File: config.mk
export PLATFORM = sky130hd
export DESIGN_NAME = mem_issue_queue
export DESIGN_NICKNAME = d
export VERILOG_FILES = /design/src/rtl/mem_issue_queue_pkg.sv /design/src/rtl/mem_issue_queue.sv
export SDC_FILE = /design/constraint.sdc
export NUM_CORES = 1
export LEC_CHECK = 0
export BUFFER_PORTS_ARGS = -buffer_cell sky130_fd_sc_hd__buf_2
export CORE_ASPECT_RATIO = 1.5
export CORE_UTILIZATION = 52
export CTS_CLUSTER_DIAMETER = 200
export DETAILED_ROUTE_END_ITERATION = 8
export PLACE_DENSITY_LB_ADDON = 0.15
export RECOVER_POWER = 50
export SLEW_MARGIN = 20
export SYNTH_ARGS = -nofsm -noshare
export SYNTH_HDL_FRONTEND = slang
export SYNTH_SLANG_ARGS = --single-unit
File: constraint.sdc
create_clock -name clock -period 9.75 [get_ports clock]
set_input_delay 1.4625 -clock clock [delete_from_list [all_inputs] [get_ports clock]]
set_output_delay 1.4625 -clock clock [all_outputs]
set_load 0.01 [all_outputs]
File: src/rtl/mem_issue_queue_pkg.sv
// Shared types and the ROB age rule for the memory issue path.
// memblock uses the same rob_is_younger() so both stages agree on what a redirect kills.
package mem_issue_queue_pkg;

  localparam int unsigned PREG_W       = 7;
  localparam int unsigned XLEN         = 64;
  localparam int unsigned LS_SIZE_W    = 4;
  localparam int unsigned ROB_SIZE_LOG = 6;

  typedef struct packed {
    logic [PREG_W-1:0]       prd;
    logic                    is_load;
    logic                    is_store;
    logic                    is_unsigned;
    logic [XLEN-1:0]         imm;
    logic [XLEN-1:0]         src1;
    logic [XLEN-1:0]         src2;
    logic [LS_SIZE_W-1:0]    ls_size;
    logic                    robidx_flag;
    logic [ROB_SIZE_LOG-1:0] robidx;
  } mem_iq_entry_t;

  // Entry is strictly younger than the flush point; the flag bit resolves ROB index wrap.
  function automatic logic rob_is_younger(input logic                    flush_flag,
                                          input logic [ROB_SIZE_LOG-1:0] flush_idx,
                                          input logic                    flag,
                                          input logic [ROB_SIZE_LOG-1:0] idx);
    return (flush_flag ^ flag) ^ (flush_idx < idx);
  endfunction

endpackage

File: src/rtl/mem_issue_queue.sv
// In-order load/store issue FIFO between dispatch and memblock.
// Redirects trim the younger tail of the queue and can veto the head and the incoming micro-op.
module mem_issue_queue
  import mem_issue_queue_pkg::*;
#(
  parameter int unsigned DEPTH = 4,
  parameter int unsigned PTR_W = $clog2(DEPTH)
) (
  input  logic                    clock,
  input  logic                    reset_n,

  input  logic                    enq_valid,
  output logic                    enq_ready,
  input  logic [PREG_W-1:0]       enq_prd,
  input  logic                    enq_is_load,
  input  logic                    enq_is_store,
  input  logic                    enq_is_unsigned,
  input  logic [XLEN-1:0]         enq_imm,
  input  logic [XLEN-1:0]         enq_src1,
  input  logic [XLEN-1:0]         enq_src2,
  input  logic [LS_SIZE_W-1:0]    enq_ls_size,
  input  logic                    enq_robidx_flag,
  input  logic [ROB_SIZE_LOG-1:0] enq_robidx,

  output logic                    deq_valid,
  input  logic                    deq_ready,
  output logic [PREG_W-1:0]       deq_prd,
  output logic                    deq_is_load,
  output logic                    deq_is_store,
  output logic                    deq_is_unsigned,
  output logic [XLEN-1:0]         deq_imm,
  output logic [XLEN-1:0]         deq_src1,
  output logic [XLEN-1:0]         deq_src2,
  output logic [LS_SIZE_W-1:0]    deq_ls_size,
  output logic                    deq_robidx_flag,
  output logic [ROB_SIZE_LOG-1:0] deq_robidx,

  input  logic                    flush_valid,
  input  logic                    flush_robidx_flag,
  input  logic [ROB_SIZE_LOG-1:0] flush_robidx,

  output logic [PTR_W:0]          count
);

  localparam logic [PTR_W:0] DEPTH_CNT = (PTR_W+1)'(DEPTH);

  mem_iq_entry_t  entries [DEPTH];
  mem_iq_entry_t  enq_entry;
  mem_iq_entry_t  head_entry;
  mem_iq_entry_t  deq_entry;

  logic [PTR_W:0] head;
  logic [PTR_W:0] tail;
  logic [PTR_W:0] head_nxt;
  logic [PTR_W:0] tail_nxt;
  logic [PTR_W:0] wr_ptr;
  logic [PTR_W:0] survivors;
  logic [PTR_W:0] scan_ptr;
  logic           scan_alive;

  logic           nonempty;
  logic           head_killed;
  logic           enq_killed;
  logic           enq_fire;
  logic           deq_fire;

  assign enq_entry = '{
    prd:         enq_prd,
    is_load:     enq_is_load,
    is_store:    enq_is_store,
    is_unsigned: enq_is_unsigned,
    imm:         enq_imm,
    src1:        enq_src1,
    src2:        enq_src2,
    ls_size:     enq_ls_size,
    robidx_flag: enq_robidx_flag,
    robidx:      enq_robidx
  };

  assign count      = tail - head;
  assign nonempty   = (count != '0);
  assign head_entry = entries[head[PTR_W-1:0]];

  // Redirect vetoes: a killed head is hidden this cycle, a killed arrival is never written.
  assign head_killed = flush_valid &
                       rob_is_younger(flush_robidx_flag, flush_robidx,
                                      head_entry.robidx_flag, head_entry.robidx);
  assign enq_killed  = flush_valid &
                       rob_is_younger(flush_robidx_flag, flush_robidx,
                                      enq_robidx_flag, enq_robidx);

  assign enq_ready = (count != DEPTH_CNT);
  assign enq_fire  = enq_valid & enq_ready & ~enq_killed;
  assign deq_valid = nonempty & ~head_killed;
  assign deq_fire  = deq_valid & deq_ready;

  // Count the leading run of live entries that survive the flush; killed ones form a tail suffix.
  always_comb begin
    survivors  = '0;
    scan_alive = 1'b1;
    scan_ptr   = head;
    for (int unsigned i = 0; i < DEPTH; i++) begin
      scan_ptr = head + (PTR_W+1)'(i);
      if (scan_alive && ((PTR_W+1)'(i) < count) &&
          !rob_is_younger(flush_robidx_flag, flush_robidx,
                          entries[scan_ptr[PTR_W-1:0]].robidx_flag,
                          entries[scan_ptr[PTR_W-1:0]].robidx)) begin
        survivors = survivors + (PTR_W+1)'(1);
      end else begin
        scan_alive = 1'b0;
      end
    end
  end

  // A flush rewinds the write point to just past the survivors; a popped survivor is already in head_nxt.
  always_comb begin
    head_nxt = head + (PTR_W+1)'(deq_fire);
    wr_ptr   = tail;
    if (flush_valid) begin
      wr_ptr = head + survivors;
    end
    tail_nxt = wr_ptr + (PTR_W+1)'(enq_fire);
  end

  always_ff @(posedge clock) begin
    if (!reset_n) begin
      head <= '0;
      tail <= '0;
    end else begin
      head <= head_nxt;
      tail <= tail_nxt;
    end
  end

  // Payload storage carries no reset; the pointers alone define what is live.
  always_ff @(posedge clock) begin
    if (reset_n && enq_fire) begin
      entries[wr_ptr[PTR_W-1:0]] <= enq_entry;
    end
  end

  assign deq_entry = nonempty ? head_entry : '0;

  assign deq_prd         = deq_entry.prd;
  assign deq_is_load     = deq_entry.is_load;
  assign deq_is_store    = deq_entry.is_store;
  assign deq_is_unsigned = deq_entry.is_unsigned;
  assign deq_imm         = deq_entry.imm;
  assign deq_src1        = deq_entry.src1;
  assign deq_src2        = deq_entry.src2;
  assign deq_ls_size     = deq_entry.ls_size;
  assign deq_robidx_flag = deq_entry.robidx_flag;
  assign deq_robidx      = deq_entry.robidx;

endmodule

Yosys cells after proc, flatten, opt, wreduce, memory -nomap -nowiden
Memories as Yosys holds them, arrays and structs flattened. A register that Yosys moved wholly into a read port is not among the register bits. Index checks and enable logic that the tools add are counted.

Flip-flop bits (word level): 6. Memory bits (writable): 852. Bits of input ports: 225. Output and inout bits: 218. Word-level logic and storage cells: 66. Memories: 1.

Memories: entries (words 4, bits a word 213, rd ports 4, clocked after Yosys merged registers in 1, write ports 1, line mem_issue_queue.sv:47) `mem_iq_entry_t entries [DEPTH];`.

$add $sub $neg: 10. Order comparisons: 9. Eq/ne operators: 1. Multiplexer cells: 12. Bitwise logic cells: 18. Reductions and logical operators: 13.

Operators by type and width (count): 213-bit 2-to-1 mux (1); 6-bit < comparator (5); 3-bit 2-to-1 mux (4); 1-bit XOR (10); 3-bit by 1-bit adder with 3-bit output (second input constant) (3); 1-bit logical AND (8); 3-bit by 1-bit adder with 3-bit output (2); 1-bit AND (6); 1-bit by 3-bit < comparator with 1-bit output (first input constant) (2); 2-bit by 3-bit < comparator with 1-bit output (first input constant) (2); 1-bit 2-to-1 mux (6); 2-bit adder (second input constant) (2); 1-bit logical NOT (4); 3-bit adder (1); 3-bit inequality test (second input constant) (1); 3-bit nonzero test (1); 3-bit subtractor (1); 2-bit by 1-bit adder with 2-bit output (second input constant) (1); 2-bit 2-to-1 mux (1); 1-bit inverter (2).

Longest topological paths before layout
Depth in word-level cells: 17. Depth in mapped cells: 26. Depth with buffers taken out: 22.

Least setup slack after synthesis
No wires, ideal clock.

Kind: register to register. From: reg head[1]. To: mem entries[2][0] (netlist bit) (enable). Data arrival time: 10.134 ns. Data required time: 9.155 ns. Setup slack: -0.979 ns. Stages on the path, launching flop included: 21. Path buffers: 5. Path through: dfxtp_1 > buf_6 > clkbuf_1 > inv_1 > clkbuf_1 > fa_1 > xnor3_1 > nor3_1 > clkbuf_1 > buf_1 > nor2_1 > ha_1 > o21ai_0 > nor2_1 > mux2i_2 > xnor2_1 > ha_1 > mux2i_1 > fa_1 > o21ai_1 > and4_1.

Longest elaborated chain between the ends: 15. Elaborated cells on any way between the ends: 46. Classes of those cells: 8 x add/sub; 7 x order compare; 1 x eq/ne; 10 x mux; 8 x bitwise; 11 x reduce/logical; 1 x memory.

RTL lines: start, declared (line mem_issue_queue.sv:52) `logic [PTR_W:0] head;`; start signal, assigned (line mem_issue_queue.sv:130) `head <= head_nxt;`; 3-bit subtractor * (line mem_issue_queue.sv:80) `assign count = tail - head;`; via count[2] (line mem_issue_queue.sv:42) `output logic [PTR_W:0] count`; branches (longest 14 deep; another with 1-bit by 3-bit < comparator with 1-bit output); end, declared (line mem_issue_queue.sv:47).

Mark *: on every way through the listed nets, which the timed path passes.

Final worst setup path
From: reg head[0]. To: mem entries[2][153] (netlist bit) (enable).

Longest elaborated chain between the ends: 15. Elaborated cells on any way between the ends: 46. Classes of those cells: 8 x add/sub; 7 x order compare; 1 x eq/ne; 10 x mux; 8 x bitwise; 11 x reduce/logical; 1 x memory.

RTL lines: branches (longest 15 deep; another with memory read 4 x 213 bit).

Parallel ways; which one is timed is not known.

==> run metrics <==
status complete, no violations; DRT iter0 DRCs about 1.1k; Post-CTS Setup Bufs 0; CTS tree done; Synth area leaders edfxtp_1 (76%), mux4_2 (15%), nor2b_1 (3.9%), ha_1 (1.2%), clkbuf_1 (0.43%); routed vias 16.63k; final setup vio count 0; met2 Usage GRT 0.3488; Leakage about 12 nW; drt pass-1 iters 5; final std cells w/o fill between 2k and 3k; Placed Cells roughly 2.8k; gr usage total 0.2186; Synth Warn # 0; Antenna Nets Post-Route 0; P&R area growth vs syn 16.02%; # rows 114; mapped cell area around 34,000 um^2; Synth Register Bits ~860; Die Y 314.4 um; worst-path cell chain buf_4 > ha_1 > inv_1 > fa_1 > xnor3_1 > nor3_1 > nor2_1 > ha_1 > o21ai_0 > nor2_1 > mux2i_1 > xnor2_1 > ha_1 > mux2i_1 > fa_1 > o21ai_1 > and4_4 > buf_12; I/O pins between 400 and 500; Worst setup SP type flip-flop; Final WS setup between 1500 and 2000 ps; leading area contributor after synthesis edfxtp_1; cts hold-fix bufs 0; post-synthesis cell count 1,572; worst-path fanout max between 70 and 80; Tmin final 7840 ps; synthesized area per cell roughly 22 um^2; Setup Skew ~27 ps; TNS Setup 0 ps; Slew Limit Headroom 0.2486; # DRC 0; family with the most delay on the worst path adder cells; crit path DAT ~8100 ps; GRT met3 Usage 0.07093; Final Hold Vio Count 0; GP Congestion 0.8048; initial antenna violation count 21; Fmax between 100 and 150 MHz; root buf cell clkbuf_16; sequential share of the synthesized area 0.7600; GR peak layer met2; Max Cap Violations 0; layout filler cell count between 4k and 5k; CP peak stage delay ~1100 ps; CTS buffer count slightly below 80; post-synth cell types 47; worst-skew pair later-pin latency between 600 and 700 ps; Initial Utilization 0.5258; most frequent CP cell ha_1; Setup WS pre-CTS about 2700 ps; grt ovf 0; synthesized netlist net count roughly 1.8k; post-cts gate resize count 0; number of H-tree levels 3; Die W around 210 um; Final #Nets 2,294; post-synth top area share 0.7564; maximum vdd drop a little under 0.0004 V; Setup crit end kind flip-flop; CTS sink count about 860; first-pass GRT wire length approximately 110,000 um; die area 66,090 um^2; RSZ-0062 raised after global routing false; worst-margin pin slew around 1100 ps; final period utilization 0.8041; routed length per instance between 20 and 25 um; layout cells sized above 1 0.2323; Bufs on Longest Clock Path 3; Avg Vias per Cell 5.591; master of the slowest instance on the critical path dfxtp_1; Worst Path Class, Setup flip-flop to flip-flop; pin count of the biggest net entering global routing 152; final slew viol count 0; vias in the first global route about 17k; hold crit path type flip-flop to flip-flop; met1 usage 0.2759; Core Footprint 64,330 um^2; power consumption 11.31 mW; CP bufs+invs 3; IO buf count approximately 440; drt total wl 72,090 um; Reg clk slew, reported paths around 60 ps; Required @ worst endpoint roughly 10,000 ps; post-DP HPWL between 40,000 and 50,000 um; PwrDens 288.3 nW/um^2
worst reg2reg max path: cells and delay by family (launching register included):
kind            cells  cell delay [ps]
flops               1             1070
mux                 2              560
buf+inv             3             1490
xor+xnor            2              680
compound gates      2              520
fa+ha+maj           5             1570
simple gates        4             1520
cells in the mapped netlist, drive strengths merged:
library cell    n
a21o            4
inv            34
buf            39
nor3            4
mux2i           8
nor2           22
xor2            5
nand4           2
nand2          15
dfxtp           6
nor3b           1
nand3           3
edfxtp        852
and2            6
o21a            3
o21ai          12
fa              2
o221ai          1
and4            2
mux2            7
nand2b          1
and3            3
a2111oi         2
ha             33
xnor2           8
o2111ai         2
nand3b          1
or4             1
nor2b         210
a211oi          2
clkbuf         39
mux4          223
a21boi          2
a21oi          14
xnor3           1
o211ai          2
flip-flops by register name, summed over array words and instances, names as in the netlist:
| name | flops |
|---|---|
| head | 3 |
| entries | 852 |
| tail | 3 |
kinds of logic (layout without fill, tap and decap cells):
family                   count (synthesis)  count (layout)  synth area share
AO/OA/AOI/OAI                           44              44          0.008434
XOR/XNOR                                14              14          0.004254
adder cells (fa/ha/maj)                 35              35           0.01339
buffers and inverters                  112             636           0.01313
flip-flops                             858             858            0.7600
multiplexers                           238             238            0.1534
other                                    0               8                 0
AND/OR/NAND/NOR                        271             271           0.04739
final timing paths:
path                            startpoint               to  slack [ps]  depth (start not counted)
worst max-delay path               head[0]  entries[2][153]        1910                         18
worst min-delay path               head[2]          head[2]         650                          2
worst max register to register     head[0]  entries[2][153]        1910                         18
worst min register to register     head[2]          head[2]         650                          2
report_power, final:
group	switching [mW]	internal (mW)
Combinational	2.15	1.37
Clock	1.31	1.72
Sequential	0.126	4.63
Total	3.58	7.73
area by class of cell:
type,instances,area [um^2],area share
well taps,870,1089,0.02774
diodes,8,20.02,0.0005102
repair buffers,459,2081,0.05302
clock buffers,111,2255,0.05746
flip-flops and latches,858,25710,0.6551
clock inverters,32,276.5,0.007047
multi-input cells,602,7685,0.1958
inverters,34,127.6,0.003252
layer usage:
layer	vias to the layer above	routed length [um]
li1	7294	-
met1	8620	28000
met2	542	35410
met3	145	6161
met4	26	2361
met5	-	155
stage by stage:
| step | util | cell area (um^2) | hold slack (ps) |
|---|---|---|---|
| after CTS | 0.6161 | 39630 | 652.9 |
| after global routing | 0.6100 | 39240 | 690.2 |
| after detailed placement | 0.5767 | 37100 | 635.7 |
| final | 0.6100 | 39240 | 651.8 |
| after global placement | 0.5767 | 37100 | 640.2 |
| after floorplan | - | 33820 | 593.8 |
cell usage in the layout, fill, tap and decap left out, drive strengths merged, types with 2 or more instances in the layout:
cell | netlist | layout
xor2 | 5 | 5
and2 | 6 | 6
nor2 | 22 | 22
dfxtp | 6 | 6
o211ai | 2 | 2
mux2i | 8 | 8
and3 | 3 | 3
inv | 34 | 35
nor2b | 210 | 210
clkbuf | 39 | 428
nor3 | 4 | 4
edfxtp | 852 | 852
a21oi | 14 | 14
mux2 | 7 | 7
bufinv | 0 | 4
clkinv | 0 | 25
diode | 0 | 8
a211oi | 2 | 2
and4 | 2 | 2
nand3 | 3 | 3
nand4 | 2 | 2
nand2 | 15 | 15
clkinvlp | 0 | 2
xnor2 | 8 | 8
o2111ai | 2 | 2
ha | 33 | 33
a21boi | 2 | 2
a21o | 4 | 4
fa | 2 | 2
o21a | 3 | 3
mux4 | 223 | 223
o21ai | 12 | 12
buf | 39 | 142
a2111oi | 2 | 2
Note: power is estimated with default switching activity, not from simulation.
